`src/rtl/wifi_tx_mapper_ctrl.sv`:
```
// Frame sequencer between the WiFi TX interleaver and the constellation mapper.
// Optional inter-symbol gap on the input side: define WIFI_TX_MAPPER_CTRL_GAP_EN.
module wifi_tx_mapper_ctrl #(
    parameter int MAPPER   = 4,
    parameter int N_SD     = 48,
    parameter int WDOG_CYC = 64,
    parameter int GAP_CYC  = 16
) (
    input  logic       clk,
    input  logic       reset,
    input  logic       start,
    input  logic [9:0] n_sym,
    input  logic       flush,
    input  logic       in_valid,
    input  logic       in_data,
    output logic       in_ready,
    output logic       map_valid_in,
    output logic       map_data_in,
    input  logic       map_valid_out,
    output logic       sym_start,
    output logic       sym_end,
    output logic       busy,
    output logic       done,
    output logic       err
);

    localparam int NBPSC = (MAPPER == 2) ? 1 : (MAPPER == 16) ? 4 : 2;
    localparam int NCBPS = N_SD * NBPSC;
    localparam int BW    = (NCBPS > 1) ? $clog2(NCBPS) : 1;
    localparam int SW    = (N_SD > 1) ? $clog2(N_SD) : 1;
    localparam int WW    = $clog2(WDOG_CYC + 1);

    generate
        if (MAPPER != 2 && MAPPER != 4 && MAPPER != 16) begin : g_bad_mapper
            $error("wifi_tx_mapper_ctrl: MAPPER must be 2, 4 or 16");
        end
        if (GAP_CYC < 1) begin : g_bad_gap
            $error("wifi_tx_mapper_ctrl: GAP_CYC must be at least 1");
        end
    endgenerate

    localparam logic [2:0] S_IDLE  = 3'd0;
    localparam logic [2:0] S_RUN   = 3'd1;
    localparam logic [2:0] S_PAD   = 3'd2;
    localparam logic [2:0] S_DRAIN = 3'd3;
    localparam logic [2:0] S_DONE  = 3'd4;
`ifdef WIFI_TX_MAPPER_CTRL_GAP_EN
    localparam logic [2:0] S_GAP   = 3'd5;
    localparam int GW = $clog2(GAP_CYC + 1);
    logic [GW-1:0] gap_cnt;
`endif

    logic [2:0]    state;
    logic [9:0]    n_sym_q;
    logic [9:0]    target;
    logic [9:0]    sym_in_cnt;
    logic [9:0]    sym_out_cnt;
    logic [BW-1:0] bit_cnt;
    logic [SW-1:0] sc_cnt;
    logic [WW-1:0] wdog;

    logic accept;
    logic bit_last;
    logic sym_last;
    logic sc_last;

    assign in_ready  = (state == S_RUN);
    assign busy      = (state != S_IDLE);
    assign done      = (state == S_DONE);
    assign accept    = in_valid & in_ready;
    assign bit_last  = (bit_cnt == BW'(NCBPS - 1));
    assign sym_last  = (sym_in_cnt == n_sym_q - 10'd1);
    assign sc_last   = (sc_cnt == SW'(N_SD - 1));
    // Combinational so the markers line up with the mapper's own output strobe.
    assign sym_start = busy & map_valid_out & (sc_cnt == '0);
    assign sym_end   = busy & map_valid_out & sc_last;

    always_ff @(posedge clk or posedge reset) begin
        if (reset) begin
            state        <= S_IDLE;
            n_sym_q      <= '0;
            target       <= '0;
            sym_in_cnt   <= '0;
            sym_out_cnt  <= '0;
            bit_cnt      <= '0;
            sc_cnt       <= '0;
            wdog         <= '0;
            err          <= 1'b0;
            map_valid_in <= 1'b0;
            map_data_in  <= 1'b0;
`ifdef WIFI_TX_MAPPER_CTRL_GAP_EN
            gap_cnt      <= '0;
`endif
        end else begin
            map_valid_in <= accept | (state == S_PAD);
            map_data_in  <= accept & in_data;

            if (busy && map_valid_out) begin
                if (sc_last) begin
                    sc_cnt      <= '0;
                    sym_out_cnt <= sym_out_cnt + 10'd1;
                end else begin
                    sc_cnt <= sc_cnt + SW'(1);
                end
            end

            case (state)
                S_IDLE: begin
                    if (start) begin
                        n_sym_q     <= n_sym;
                        target      <= n_sym;
                        sym_in_cnt  <= '0;
                        sym_out_cnt <= '0;
                        bit_cnt     <= '0;
                        sc_cnt      <= '0;
                        wdog        <= '0;
                        err         <= 1'b0;
                        state       <= (n_sym == 10'd0) ? S_DONE : S_RUN;
                    end
                end
                S_RUN: begin
                    if (accept) begin
                        if (bit_last) begin
                            bit_cnt    <= '0;
                            sym_in_cnt <= sym_in_cnt + 10'd1;
                        end else begin
                            bit_cnt <= bit_cnt + BW'(1);
                        end
                    end
                    // The bit accepted alongside flush is counted before deciding whether to pad.
                    if (accept && bit_last) begin
                        if (sym_last) begin
                            state <= S_DRAIN;
                        end else if (flush) begin
                            target <= sym_in_cnt + 10'd1;
                            state  <= S_DRAIN;
                        end
`ifdef WIFI_TX_MAPPER_CTRL_GAP_EN
                        else begin
                            gap_cnt <= '0;
                            state   <= S_GAP;
                        end
`endif
                    end else if (flush) begin
                        if (!accept && bit_cnt == '0) begin
                            target <= sym_in_cnt;
                            state  <= S_DRAIN;
                        end else begin
                            target <= sym_in_cnt + 10'd1;
                            state  <= S_PAD;
                        end
                    end
                end
`ifdef WIFI_TX_MAPPER_CTRL_GAP_EN
                S_GAP: begin
                    if (flush) begin
                        target <= sym_in_cnt;
                        state  <= S_DRAIN;
                    end else if (gap_cnt == GW'(GAP_CYC - 1)) begin
                        state <= S_RUN;
                    end else begin
                        gap_cnt <= gap_cnt + GW'(1);
                    end
                end
`endif
                S_PAD: begin
                    if (bit_last) begin
                        bit_cnt    <= '0;
                        sym_in_cnt <= sym_in_cnt + 10'd1;
                        state      <= S_DRAIN;
                    end else begin
                        bit_cnt <= bit_cnt + BW'(1);
                    end
                end
                S_DRAIN: begin
                    if (sym_out_cnt >= target) begin
                        state <= S_DONE;
                    end else if (map_valid_out) begin
                        wdog <= '0;
                    end else if (wdog == WW'(WDOG_CYC - 1)) begin
                        err   <= 1'b1;
                        state <= S_DONE;
                    end else begin
                        wdog <= wdog + WW'(1);
                    end
                end
                S_DONE: begin
                    state <= S_IDLE;
                end
                default: begin
                    state <= S_IDLE;
                end
            endcase
        end
    end

endmodule

```
`config.mk`:
```
export PLATFORM = sky130hd
export DESIGN_NAME = wifi_tx_mapper_ctrl
export DESIGN_NICKNAME = d
export VERILOG_FILES = /design/src/rtl/wifi_tx_mapper_ctrl.sv
export SDC_FILE = /design/constraint.sdc
export NUM_CORES = 1
export LEC_CHECK = 0
export BUFFER_PORTS_ARGS = -buffer_cell sky130_fd_sc_hd__buf_2
export CAP_MARGIN = 0
export CORE_MARGIN = 2
export CORE_UTILIZATION = 55
export DETAILED_ROUTE_END_ITERATION = 8
export GPL_TIMING_DRIVEN = 0
export HOLD_SLACK_MARGIN = 0.1
export PLACE_DENSITY = 0.76
export SYNTH_ARGS = -nofsm -noshare
export SYNTH_HDL_FRONTEND = slang
export SYNTH_SLANG_ARGS = --single-unit
```
`constraint.sdc`:
```
create_clock -name clk -period 2.5 [get_ports clk]
set_input_delay 0 -clock clk [delete_from_list [all_inputs] [get_ports clk]]
set_output_delay 0 -clock clk [all_outputs]
set_load 0.03 [all_outputs]
```
Yosys cells after proc, flatten, opt, wreduce, memory -nomap -nowiden
Index checks and enable logic that the tools add are counted.
Cells by class
  bitwise operators: 6
  $add $sub $neg: 6
  muxes and demuxes: 44
  reduce and logical (&&, ||, !) cells: 18
  equality and inequality tests: 20
  $lt $le $gt $ge: 1
Operators with widths (number)
  $mux 10: 13
  $mux 7: 6
  $mux 3: 10
  $pmux 10 s3: 1
  $mux 6: 4
  $pmux 7 s3: 1
  $add 10x1->10 const B: 2
  $pmux 10 s2: 1
  $add 7x1->7 const B: 2
  $pmux 7 s2: 1
  $ne 3x3->1 const B: 4
  $pmux 3 s4: 1
  $eq 10x10->1: 1
  $ge 10x10->1: 1
  $logic_not 10->1: 1
  $ne 2x2->1 const B: 5
  $reduce_and 5->1: 2
  $sub 10x1->10 const B: 1
  $eq 7x6->1 const B: 1
  $eq 7x7->1 const B: 1
  $logic_not 7->1: 1
  $add 6x1->6 const B: 1
  $eq 3x2->1 const B: 2
  $eq 6x6->1 const B: 1
  18 further kinds: 31
Storage, ports and cells
  register bits after elaboration: 66
  word-level logic and storage cells: 106
  output and inout bits: 8
  input bits: 17

Depth between registers and ports, before layout
  depth after elaboration: 8
  gate-level depth with buffers: 8
  gate-level depth less buffers: 8

Least setup slack after synthesis
No wires, ideal clock.
  path kind: register to register
  from: register n_sym_q[0]
  to: register target[0]
  required time: 2.375 ns
  stages on the path, launching flop included: 9
  buffers on the path: 0
  data arrival time: 2.509 ns
  library setup time: 0.125 ns
  period minus slack after synthesis: 2.633 ns
  slack: -0.133 ns
  cells stage by stage: dfrtp_1 > inv_1 > ha_1 > nor2b_1 > and3_2 > a211o_1 > a31o_2 > a2111oi_4 > mux2_2
On the way
  cells in the longest elaborated chain, start to end: 4
  elaborated cells on any way between the ends: 5
  those cells by class: add/sub: 1; eq/ne: 3; reduce/logical: 1
RTL lines
  start, declared: line 54  | logic [9:0] n_sym_q;
  start signal, assigned: line 110  | n_sym_q <= n_sym;
  $sub 10x1->10 (*): line 72  | assign sym_last = (sym_in_cnt == n_sym_q - 10'd1);
  $eq 10x10->1 (*): line 72
  $ne 3x3->1 (no line) or $ne 3x2->1 (tied branches)
  $reduce_and 5->1 (no line) (*)
  end signal, assigned: line 111  | target <= n_sym;
  end signal, assigned: line 135  | target <= sym_in_cnt + 10'd1;
  end signal, assigned: line 146  | target <= sym_in_cnt;
  end, declared: line 55  | logic [9:0] target;
Mark *: on every way between the ends. The rest lies on a longest branch, timed or not.
A chain may end at the register's enable or synchronous reset.

Final worst setup path
  from: register n_sym_q[0]
  to: register target[4]
The elaborated chain is that of the path after synthesis.

==> reports/metrics.yaml <==
final_layout:
  final_common_cell: "dfrtp_1"
  area_growth_pct: 18.6
  num-fill-cells: 596
  seqCellArea_um2: 1650
  n_antenna_cell: 0
  design_area_um2: 4910
  final_util_pct: 67.4
  drive_above_1_share_pct: 16.6
  multi_input_comb_area_um2: 2340
  final_cell_mix: "dfrtp_1, nand2_1, nor2_1"
  final_nets: 547
setup_path:
  critPathLaunch: "n_sym_q[0]"
  arrival_ns: 2.72
  path_max_fanout: 10
  end_kind: "flop"
  ff2ff_setup_slack_ns: 0.007
  critPathKind: "reg -> reg"
  worstPathRequired_ns: 2.73
  reg2reg_from: "n_sym_q[0]"
  cp_top_family: "compound AO/OA/AOI/OAI gates"
  crit_chain: "inv_2, ha_4, nor2b_1, and3_4, a211o_1, a31o_4, a2111oi_4, buf_12, mux2_2"
  cp_slowest_cell: "dfrtp_1"
  max_stage_delay_ns: 0.37
  cp_num_buf_inv: 2
  start_kind: "flop"
detailed_routing:
  wl_per_cell_um: 15.3
  finalWirelength_um: 9420
  drc: 0
  routed-via-count: 3588
  wl_met2_um: 4500
  dr.max_layer_used: "met4"
  drtIter0Drc: 148
  viasPerCell: 5.82
  ant_nets: 0
  dr_wl_met3_um: 401
  wl_met1_um: 4300
  first_pass_iters: 5
clock_network:
  clk_pin_slew_ns: 0.08
  root_buffer: "clkbuf_8"
  cts.sinks: 66
  cts_made_buffers: 9
  clk_latency_ns: 0.35
  htree_levels: 3
  clock_path_buffers: 2
  cts_tree: "done"
timing:
  period_share_pct: 99.7
  skew_ns: 0.00789
  fmax_ghz: 0.401
  setup_ws_ns: 0.00695
  slew_violations: 0
  maxSlewHeadroom_pct: 44.3
  finalHoldViolCount: 0
  setup_viol: 0
  rsz0062_at_grt: "yes"
  period_minus_slack_ns: 2.49
  tns_ns: 0
  tightest_slew_ns: 0.826
status:
  status: "complete, no violations"
die:
  rows: 31
  die_area_um2: 8240
  die_h_um: 90.8
  core-area_um2: 7290
  initial_core_util_pct: 56.8
  io_pins: 25
  die_w_um: 90.8
placement:
  place_area_um2: 4430
  port_buffers: 24
  place_hpwl_um: 6650
  place_ws_ns: -0.312
  place_congestion: 0.877
global_route:
  antenna_found_initial: 0
  grt_overflow_total: 0
  first_global_vias: 3530
  grt_usage_pct: 24.1
  grt_max_degree: 38
  grt_pass1_wl_um: 16300
synthesis:
  yosys.area_share.xor_xnor_pct: 6.98
  synthArstFlopShare_pct: 100
  synth_top_family_by_area: "simple AND/OR/NAND/NOR gates"
  synth-compound-area-share_pct: 14.9
  synthFlopType: "dfrtp_1"
  synth.ff_latch_count: 66
  synth_mux_area_share_pct: 4.92
  synthCells: 459
  syn_avg_cell_area_um2: 9.03
  yosys_warnings: 0
  synth-adder-area-share_pct: 5.44
  ys_seq_area_share_pct: 39.9
  synth_simple_gate_area_share_pct: 22.6
  synth_area_um2: 4140
  syn_nets: 494
  synth-edff-count: 0
  synth_cell_type_count: 62
hold_path:
  hold_start: "start"
  hp-class: "in -> reg"
power_and_ir_drop:
  powerDensity_nw_per_um2: 1060
  power.total_mw: 5.23
  p_leak_nw: 2.26
  ir_worst_vdd_uv: 550
flow_run:
  cap_violations: 0
## power breakdown
part           switching [mW]  internal, mW
Clock                   0.435         0.662
Sequential              0.237          1.35
Combinational            1.48          1.06
Total                    2.15          3.08
## worst min-delay path, stage by stage
cell     delay [ns]
buf_2          0.13
nand2_1        0.16
a32o_1         0.15
## state kept, by name, summed over array words and instances, names as in the netlist
| signal | count |
|---|---|
| n_sym_q | 10 |
| target | 10 |
| map_valid_in | 1 |
| sym_in_cnt | 10 |
| bit_cnt | 7 |
| wdog | 7 |
| err | 1 |
| map_data_in | 1 |
| sc_cnt | 6 |
| state | 3 |
| sym_out_cnt | 10 |
## logic make-up (layout without fill, tap and decap cells)
kind of cell | after synthesis | count (layout)
buf+inv | 43 | 101
compound gates | 89 | 89
mux | 19 | 19
simple gates | 191 | 191
flops | 66 | 66
xor+xnor | 33 | 33
fa+ha+maj | 18 | 18
## layer usage
| metal | up-vias | track usage (%) |
|---|---|---|
| li1 | 1731 | - |
| met1 | 1750 | 32.3 |
| met2 | 85 | 39.8 |
| met3 | 22 | 3.34 |
| met4 | 0 | 9.34 |
| met5 | - | 0 |
## cell type report
class	instances	share of cell area, %
tap	99	2.52
sequential	66	33.6
multi-input combinational	350	47.6
clock inverter	7	2.39
inverter	23	1.76
timing repair buffer	43	6.83
buffer	19	2.73
clock buffer	9	2.52
## metrics by stage
| stage | instances | hold slack, ns |
|---|---|---|
| 2_1_floorplan | 459 | 0.105 |
| 3_3_place_gp | 582 | 0.205 |
| 3_5_place_dp | 583 | 0.128 |
| 4_1_cts | 617 | 0.126 |
| 5_1_grt | 616 | 0.149 |
| 6_report | 616 | 0.136 |
## Yosys cell counts, types with 4 or more instances
cell,instances,area share (%)
dfrtp_1,66,40
nand2_1,62,5.6
nor2_1,48,4.3
o21ai_0,25,3.0
inv_1,22,2.0
a21oi_1,20,2.4
ha_1,18,5.4
xor2_1,18,3.8
nand3_1,16,1.9
xnor2_1,15,3.2
clkbuf_1,13,1.2
mux2_2,11,3.0
nand4_1,11,1.7
mux2i_1,8,1.9
nor3_1,8,0.97
nor4_1,6,0.91
a21o_1,5,0.91
and3_1,5,0.76
clkbuf_8,5,1.7
nand2b_1,5,0.76
nor4b_1,5,1.1
a211o_1,4,0.85
and2_1,4,0.60
o31ai_1,4,0.72
## worst paths after layout
path,end,depth (start not counted)
max,target[4],9
min,err,3
max reg2reg,target[4],9
min reg2reg,n_sym_q[9],2
max in group asynchronous,n_sym_q[5],4
min in group asynchronous,sym_out_cnt[2],3
## what timing repair did
action	4_1_cts	5_1_grt
pin swaps	2	3
hold endpoints to repair	48	0
gates resized for setup	4	7
gates cloned	0	0
hold buffers	14	0
endpoints found under the setup margin	19	17
setup buffers	4	0
No activity file was read; power rests on OpenSTA's default activity.
